$ cat src/rtl/load_response_unit_pkg.sv
// Shared types and constants for the load response unit.
// Holds load funct3 encodings and the queued request record.
package load_response_unit_pkg;

  localparam logic [2:0] F3_LB  = 3'b000;
  localparam logic [2:0] F3_LH  = 3'b001;
  localparam logic [2:0] F3_LW  = 3'b010;
  localparam logic [2:0] F3_LBU = 3'b100;
  localparam logic [2:0] F3_LHU = 3'b101;

  localparam int LRU_ADDR_W = 32;
  localparam int LRU_ROB_W  = 5;
  localparam int LRU_PHY_W  = 6;

  typedef struct packed {
    logic [LRU_ADDR_W-1:0] addr;
    logic [2:0]            funct3;
    logic [LRU_ROB_W-1:0]  rob_id;
    logic [LRU_PHY_W-1:0]  rd_phy;
  } load_req_t;

endpackage

$ cat src/rtl/load_response_unit_align.sv
// Load lane extraction: word + byte offset + funct3 -> extended data, exc.
// Ports: word, lane (addr[1:0]), funct3 in; data (0 on exc), exc out.
module load_align
  import load_response_unit_pkg::*;
(
  input  logic [31:0] word,
  input  logic [1:0]  lane,
  input  logic [2:0]  funct3,
  output logic [31:0] data,
  output logic        exc
);

  logic [31:0] shifted;
  logic [7:0]  byte_v;
  logic [15:0] half_v;

  always_comb begin
    shifted = word >> {lane, 3'b000};
    byte_v  = shifted[7:0];
    half_v  = lane[1] ? word[31:16] : word[15:0];
    data    = '0;
    exc     = 1'b0;
    case (funct3)
      F3_LB:  data = {{24{byte_v[7]}}, byte_v};
      F3_LBU: data = {24'd0, byte_v};
      F3_LH: begin
        exc  = lane[0];
        data = {{16{half_v[15]}}, half_v};
      end
      F3_LHU: begin
        exc  = lane[0];
        data = {16'd0, half_v};
      end
      F3_LW: begin
        exc  = |lane;
        data = word;
      end
      default: exc = 1'b1;
    endcase
    if (exc) data = '0;
  end

endmodule

$ cat src/rtl/load_response_unit.sv
// Load responder: queues loads, one memory read at a time, in-order wb.
// Ports: load_* in, lsu_busy out, mem_req_*/mem_resp_* memory side, wb_* out.
module load_response_unit
  import load_response_unit_pkg::*;
#(
  parameter int ADDR_WIDTH = 32,
  parameter int DATA_WIDTH = 32,
  parameter int ROB_WIDTH  = 5,
  parameter int PHY_WIDTH  = 6,
  parameter int DEPTH      = 4
) (
  input  logic                  clk,
  input  logic                  rst,
  input  logic                  flush,
  input  logic                  load_valid,
  input  logic [ADDR_WIDTH-1:0] load_raddr,
  input  logic [2:0]            load_funct3,
  input  logic [ROB_WIDTH-1:0]  load_rob_id,
  input  logic [PHY_WIDTH-1:0]  load_rd_phy,
  output logic                  lsu_busy,
  output logic                  mem_req_valid,
  output logic [ADDR_WIDTH-1:0] mem_req_addr,
  input  logic                  mem_req_ready,
  input  logic                  mem_resp_valid,
  input  logic [DATA_WIDTH-1:0] mem_resp_data,
  output logic                  wb_valid,
  output logic [ROB_WIDTH-1:0]  wb_rob_id,
  output logic [PHY_WIDTH-1:0]  wb_rd_phy,
  output logic [DATA_WIDTH-1:0] wb_data,
  output logic                  wb_exc,
  input  logic                  wb_ready
);

  localparam int PTR_W = $clog2(DEPTH);
  localparam logic [PTR_W:0] FULL = (PTR_W+1)'(DEPTH);

  localparam logic [2:0] S_IDLE  = 3'd0;
  localparam logic [2:0] S_REQ   = 3'd1;
  localparam logic [2:0] S_WAIT  = 3'd2;
  localparam logic [2:0] S_RESP  = 3'd3;
  localparam logic [2:0] S_DRAIN = 3'd4;

  load_req_t        q [DEPTH];
  logic [PTR_W-1:0] wr_ptr;
  logic [PTR_W-1:0] rd_ptr;
  logic [PTR_W:0]   count;
  logic [2:0]       state;
  logic [2:0]       state_nxt;

  load_req_t   head;
  logic        empty;
  logic        push;
  logic        pop;
  logic        issue;
  logic [31:0] align_data;
  logic        align_exc;

  assign head     = q[rd_ptr];
  assign empty    = (count == '0);
  assign lsu_busy = (count == FULL);
  assign push     = load_valid && !lsu_busy && !flush;
  assign pop      = (state == S_RESP) && wb_ready;
  assign wb_valid = (state == S_RESP);

  // IDLE issues directly so a fresh load reaches memory the cycle after push.
  assign mem_req_valid = !empty && !align_exc &&
                         (state == S_IDLE || state == S_REQ);
  assign issue         = mem_req_valid && mem_req_ready;
  assign mem_req_addr  = mem_req_valid ?
                         {head.addr[ADDR_WIDTH-1:2], 2'b00} : '0;

  load_align u_align (
    .word   (mem_resp_data),
    .lane   (head.addr[1:0]),
    .funct3 (head.funct3),
    .data   (align_data),
    .exc    (align_exc)
  );

  always_comb begin
    state_nxt = state;
    if (flush) begin
      // A request already accepted owes one response; swallow it.
      if (issue ||
          ((state == S_WAIT || state == S_DRAIN) && !mem_resp_valid))
        state_nxt = S_DRAIN;
      else
        state_nxt = S_IDLE;
    end else begin
      case (state)
        S_IDLE:
          if (!empty)
            state_nxt = align_exc ? S_RESP :
                        (mem_req_ready ? S_WAIT : S_REQ);
        S_REQ:   if (mem_req_ready) state_nxt = S_WAIT;
        S_WAIT:  if (mem_resp_valid) state_nxt = S_RESP;
        S_RESP:  if (wb_ready) state_nxt = S_IDLE;
        S_DRAIN: if (mem_resp_valid) state_nxt = S_IDLE;
        default: state_nxt = S_IDLE;
      endcase
    end
  end

  always_ff @(posedge clk) begin
    if (push)
      q[wr_ptr] <= '{addr:   load_raddr,
                     funct3: load_funct3,
                     rob_id: load_rob_id,
                     rd_phy: load_rd_phy};
  end

  always_ff @(posedge clk) begin
    if (rst) begin
      wr_ptr    <= '0;
      rd_ptr    <= '0;
      count     <= '0;
      state     <= S_IDLE;
      wb_rob_id <= '0;
      wb_rd_phy <= '0;
      wb_data   <= '0;
      wb_exc    <= 1'b0;
    end else begin
      state <= state_nxt;
      if (flush) begin
        wr_ptr <= '0;
        rd_ptr <= '0;
        count  <= '0;
      end else begin
        if (push) wr_ptr <= wr_ptr + PTR_W'(1);
        if (pop)  rd_ptr <= rd_ptr + PTR_W'(1);
        count <= count + (PTR_W+1)'(push) - (PTR_W+1)'(pop);
        if (state == S_IDLE && !empty && align_exc) begin
          wb_rob_id <= head.rob_id;
          wb_rd_phy <= head.rd_phy;
          wb_data   <= '0;
          wb_exc    <= 1'b1;
        end else if (state == S_WAIT && mem_resp_valid) begin
          wb_rob_id <= head.rob_id;
          wb_rd_phy <= head.rd_phy;
          wb_data   <= align_data;
          wb_exc    <= 1'b0;
        end
      end
    end
  end

endmodule

$ cat config.mk
export PLATFORM = sky130hd
export DESIGN_NAME = load_response_unit
export DESIGN_NICKNAME = d
export VERILOG_FILES = /design/src/rtl/load_response_unit_pkg.sv /design/src/rtl/load_response_unit_align.sv /design/src/rtl/load_response_unit.sv
export SDC_FILE = /design/constraint.sdc
export NUM_CORES = 1
export LEC_CHECK = 0
export ABC_AREA = 1
export CAP_MARGIN = 10
export CORE_MARGIN = 1.5
export CORE_UTILIZATION = 49
export DETAILED_ROUTE_END_ITERATION = 7
export PLACE_DENSITY = 0.77
export SKIP_CTS_REPAIR_TIMING = 1
export SYNTH_ARGS = -nofsm -noshare
export SYNTH_HDL_FRONTEND = slang
export SYNTH_HIERARCHICAL = 1
export SYNTH_SLANG_ARGS = --single-unit
$ cat constraint.sdc
create_clock -name clk -period 3.2 [get_ports clk]
set_clock_uncertainty 0.1 [all_clocks]
set_input_delay 0.48 -clock clk [delete_from_list [all_inputs] [get_ports clk]]
set_output_delay 0.48 -clock clk [all_outputs]
set_load 0.01 [all_outputs]
==> flow_summary.yaml, run 1 <==
status:
  outcome: "finished clean"
final_layout:
  fin_area_sq_um: 13500
  drive_above_1_share: 0.110
  fin_nets: 1344
  multi_input_area_sq_um: 3410
  fillCellCount: 1643
  synthToLayoutAreaGrowth_pct: 28.1
  regArea_sq_um: 6650
  finalNonFillerCells: 1545
setup_path:
  crit_type: "reg2out"
  path_delay_family: "buffers and inverters"
  crit_required_ns: 2.62
  crit_path_top_delay_cell: "dfxtp_4"
  end_kind: "output pin"
  cp.arrival_ns: 2.48
  max_stage_delay_ns: 0.38
  path_cells: "buf_6, o21ai_4, o22ai_4, nor2_4, nand2_1, nand2_2, nand2_4, inv_4, nand3_4, clkbuf_16, buf_4, a21oi_1, clkbuf_2"
  worst-r2r-setup-slack_ns: 0.50
  startpoint_type: "flop"
  path_buf_inv: 5
  critPathMaxFanout: 6
routing:
  routedWlPerCell_um: 16.8
  vias_per_cell: 5.36
  wl_met1_um: 10700
  wirelength_um: 26000
  drtIter0Drc: 595
  highest_layer: "met4"
  drt-pass1-iter-count: 8
  num_vias: 8285
  dr_wl_met2_um: 12400
  ant_nets: 0
  dr_wl_met3_um: 2300
  drc_errors: 0
yosys:
  ys_ff_latch: 240
  netlist_instances: 1089
  synthFlopType: "edfxtp_1"
  avgSynthCellArea_sq_um: 9.67
  ys_seq_area_frac: 0.631
  synth.top_cell.area_share: 0.525
  synthTopCellsByCount: "nand2_1, nor2_1, edfxtp_1"
  synth_cell_type_count: 28
  synth.most_common_cell: "nand2_1"
  synthTopCellsByArea: "edfxtp_1, dfxtp_1, nand2_1, nor2_1, a21oi_1"
  ys_warn_count: 6
  synthesis.area_sq_um: 10500
  synth_top_area_cell: "edfxtp_1"
  ys_async_sr_fraction: 0
  synth_edf_count: 184
placed_design:
  gp_congestion: 0.901
  placedCellCount: 1489
  hpwlAfterDp_um: 16100
  io_buffer_count: 161
  dpl_cell_area_sq_um: 12400
sta:
  drv_slew: 0
  hold_viol_final: 0
  fin_crit_sh: 0.956
  rsz0062_at_grt: "false"
  setup-tns-final_ns: 0
  setup_violations: 0
  relSlewSlack: 0.650
  fmax_mhz: 327
  period_minus_slack_ns: 3.06
  worstMarginPinSlew_ns: 0.523
cts:
  root_buffer: "clkbuf_16"
  cts_tree: "built"
  cts_made_buffers: 25
  cts-htree-levels: 1
  path_clk_slew_ns: 0.06
  clock_latency_ns: 0.53
  ctsLongestPathBuffers: 3
  clkSinkCount: 240
global_routing:
  grt-ovfl-total: 0
  grt_use_total: 0.227
  antenna_found_initial: 1
  grt_first_pass_wirelength_um: 39900
  grt_max_degree: 47
  grt_pass1_vias: 7705
power:
  p_total_mw: 6.80
  powerDensity_nw_per_um2: 504
  ir_drop_v: 0.000455
  p_leak_nw: 5.34
die:
  coreArea_sq_um: 21000
  die_h_um: 150
  io_pins: 164
  num_rows: 53
  start_util: 0.501
  die_area_sq_um: 22400
  die_w_um: 150
job:
  drv_cap: 0
worst_hold_path:
  hold_class: "reg2reg"
-- worst reg2reg max path, stage by stage, from the launching register on --
cell     delay [ns]
dfxtp_4        0.38
buf_6          0.14
nor2_1         0.21
o22ai_4        0.15
nor2_4         0.14
inv_2          0.04
nand2_2        0.05
nand2_2        0.05
nand2_4        0.08
buf_4          0.35
nand3_2        0.18
nand2_4        0.17
nand2_4        0.30
nand2_1        0.17
a21oi_1        0.07
-- kinds of logic after synthesis --
kind of cell               Yosys count  share of synthesized area
buffers and inverters              134                     0.0600
adders and majority gates            7                    0.00903
AOI/OAI and AO/OA                  219                      0.106
xor gates and xnor gates             2                    0.00166
DFF                                240                      0.631
other                                1                   0.000356
and+or+nand+nor                    486                      0.192
-- path summary, 6_finish.rpt --
| path | endpoint | from | cells after the start |
|---|---|---|---|
| max | mem_req_addr[21] | flop | 13 |
| min | wb_data[20] | wb_data[20] | 2 |
| max reg2reg | wb_data[7] | flop | 14 |
| min reg2reg | wb_data[20] | wb_data[20] | 2 |
-- metrics by stage --
stage / util / hold WS [ns] / setup WS, ns
finish: 0.642 / 0.359 / 0.142
detailed placement: 0.590 / 0.353 / 0.0341
floorplan: - / 0.341 / -0.0362
CTS: 0.629 / 0.362 / -0.536
global placement: 0.590 / 0.349 / 0.181
global route: 0.642 / 0.375 / 0.00579
-- cell type report --
class,instances,area share
diodes,1,0.000186
well taps,275,0.0255
inverters,67,0.0196
repair buffers,202,0.147
clock inverters,13,0.0134
flip-flops and latches,240,0.493
multi-input cells,716,0.253
clock buffers,31,0.0480
-- flip-flops by register name, indices dropped and copies added, names as in the netlist, named ones only --
register,flops
wr_ptr,2
wb_data,32
wb_rd_phy,6
rd_ptr,2
state,3
wb_exc,1
q,184
wb_rob_id,5
count,3
-- where the power goes --
part | switching, mW | internal [mW]
registers | 0.0173 | 3.40
clock network | 1.16 | 1.76
logic | 0.262 | 0.192
total | 1.44 | 5.36
-- layout by cell type, fill, tap and decap left out, types with 6 or more instances in the layout --
cell             netlist  layout
dlymetal6s2s_1         0      22
buf_4                  6      34
o21ai_0               91      84
nor2_1               204     196
a21oi_1              109     102
nand3_1               31      30
nand2_1              205     202
inv_2                 12      10
clkbuf_1              22       6
a21oi_2                3       9
clkbuf_16              0      26
buf_2                 25       7
ha_1                   6       6
edfxtp_1             184     184
dfxtp_1               56      54
nor2_4                 4       9
clkdlybuf4s50_1        0     130
inv_1                 55      54
o21ai_1               11      16
nand4_1               33      33
-- routing by layer --
layer,vias to the layer above,track usage
li1,4011,-
met2,356,0.379
met4,0,0.0703
met1,3874,0.298
met5,-,0
met3,44,0.0442
(Power assumes the default switching activity.)
==> run 2: changes to the inputs <==
RECOVER_POWER = 100   (was not set)
==> flow_summary.yaml, run 2 (synthesized netlist as in run 1, its figures left out) <==
setup_path:
  crit_path_top_delay_cell: "dfxtp_4"
  path_cells: "buf_6, o21ai_4, o22ai_4, nor2_4, nand2_1, nand2_2, nand2_4, inv_2, nand3_4, clkbuf_16, buf_2, a21oi_1, dlymetal6s2s_1"
  path_delay_family: "buffers and inverters"
  cp.arrival_ns: 2.47
  startpoint_type: "flop"
  crit_type: "reg2out"
  path_buf_inv: 5
  critPathMaxFanout: 6
  path_depth: 13
  end_kind: "output pin"
  max_stage_delay_ns: 0.38
  crit_required_ns: 2.62
  r2r_cells: 14
  worst-r2r-setup-slack_ns: 0.52
worst_hold_path:
  min_from: "wb_data[20]"
  hold_class: "reg2reg"
  holdPathStages: 2
sta:
  rsz0062_at_grt: "false"
  drv_slew: 0
  layout_setup_ws_ns: 0.151
  fmax_mhz: 328
  setup-tns-final_ns: 0
  worstMarginPinSlew_ns: 1.33
  relSlewSlack: 0.114
  setup_violations: 0
  period_minus_slack_ns: 3.05
  hold_viol_final: 0
  fin_crit_sh: 0.953
job:
  drv_cap: 0
cts:
  path_clk_slew_ns: 0.06
  cts-htree-levels: 1
  root_buffer: "clkbuf_16"
  cts_made_buffers: 25
  cts_tree: "built"
  ctsLongestPathBuffers: 3
  clock_latency_ns: 0.53
  clkSinkCount: 240
placed_design:
  io_buffer_count: 161
  hpwlAfterDp_um: 16100
  gp_congestion: 0.901
  pre_cts_ws_ns: 0.0341
  placedCellCount: 1489
die:
  start_util: 0.501
  die_h_um: 150
  io_pins: 164
  die_area_sq_um: 22400
  coreArea_sq_um: 21000
  die_w_um: 150
  num_rows: 53
status:
  outcome: "finished clean"
final_layout:
  final_cell_mix: "nand2_1, nor2_1, edfxtp_1"
  fin_nets: 1344
  layout_commonest_cell: "nand2_1"
  finalNonFillerCells: 1552
  regMostFlops: "q"
  drive_above_1_share: 0.0969
  largest_reg_flops: 184
  fin_util: 0.634
  top_regs: "q (184), wb_data (32), wb_rd_phy (6)"
  synthToLayoutAreaGrowth_pct: 26.5
global_routing:
  grt_pass1_vias: 7705
  grt_first_pass_wirelength_um: 39900
  antenna_found_initial: 7
  grt_use_total: 0.227
  grt_max_degree: 47
  grt-ovfl-total: 0
power:
  p_leak_nw: 5.19
  p_total_mw: 6.77
  ir_drop_v: 0.000452
  powerDensity_nw_per_um2: 508
routing:
  drtIter0Drc: 640
  vias_per_cell: 5.33
  ant_nets: 0
  drc_errors: 0
  num_vias: 8274
  wirelength_um: 26100
  routedWlPerCell_um: 16.8
  drt-pass1-iter-count: 5
[run 2: cell count changes in the layout (fill, tap and decap cells not counted), sizes merged]
| cell | before | now |
|---|---|---|
| clkbuf | 35 | 61 |
| dlymetal6s2s | 22 | 10 |
| diode | 1 | 8 |
| buf | 46 | 32 |
| clkdlybuf4s50 | 130 | 39 |
| dlygate4sd3 | 0 | 91 |
[run 2: power by group]
group	internal [mW]	switching, mW
clock network	1.76	1.15
registers	3.40	0.0172
logic	0.170	0.261
total	5.34	1.43
[run 2: cell type report]
cell class              count  area [sq um]
diodes                      8          20.0
flip-flops and latches    240          6650
repair buffers            202          1820
multi-input cells         716          3400
well taps                 275           344
inverters                  67           262
clock buffers              31           648
clock inverters            13           180
fillers                  1674          7700
[run 2: routing by layer]
| layer | share of wire | wire (um) | vias up | track usage |
|---|---|---|---|---|
| li1 | - | - | 4023 | - |
| met1 | 0.42 | 10900 | 3864 | 0.298 |
| met2 | 0.48 | 12500 | 345 | 0.379 |
| met3 | 0.079 | 2070 | 42 | 0.0442 |
| met4 | 0.022 | 586 | 0 | 0.0703 |
| met5 | 0 | 0 | - | 0 |
[run 2: final timing paths]
kind / to
worst max-delay path: mem_req_addr[8]
worst min-delay path: wb_data[20]
worst max register to register: wb_data[7]
worst min register to register: wb_data[20]
[run 2: through the flow]
step | instance area (sq um) | hold slack, ns
floorplan | 10500 | 0.341
global placement | 12400 | 0.349
detailed placement | 12400 | 0.353
CTS | 13200 | 0.362
global route | 13300 | 0.372
finish | 13300 | 0.356
[run 2: tightest hold or removal path: cells and delay by family, from the launching register on]
| family | cells | cell delay [ns] |
|---|---|---|
| AOI/OAI and AO/OA | 1 | 0.05 |
| DFF | 1 | 0.30 |
| and+or+nand+nor | 1 | 0.06 |
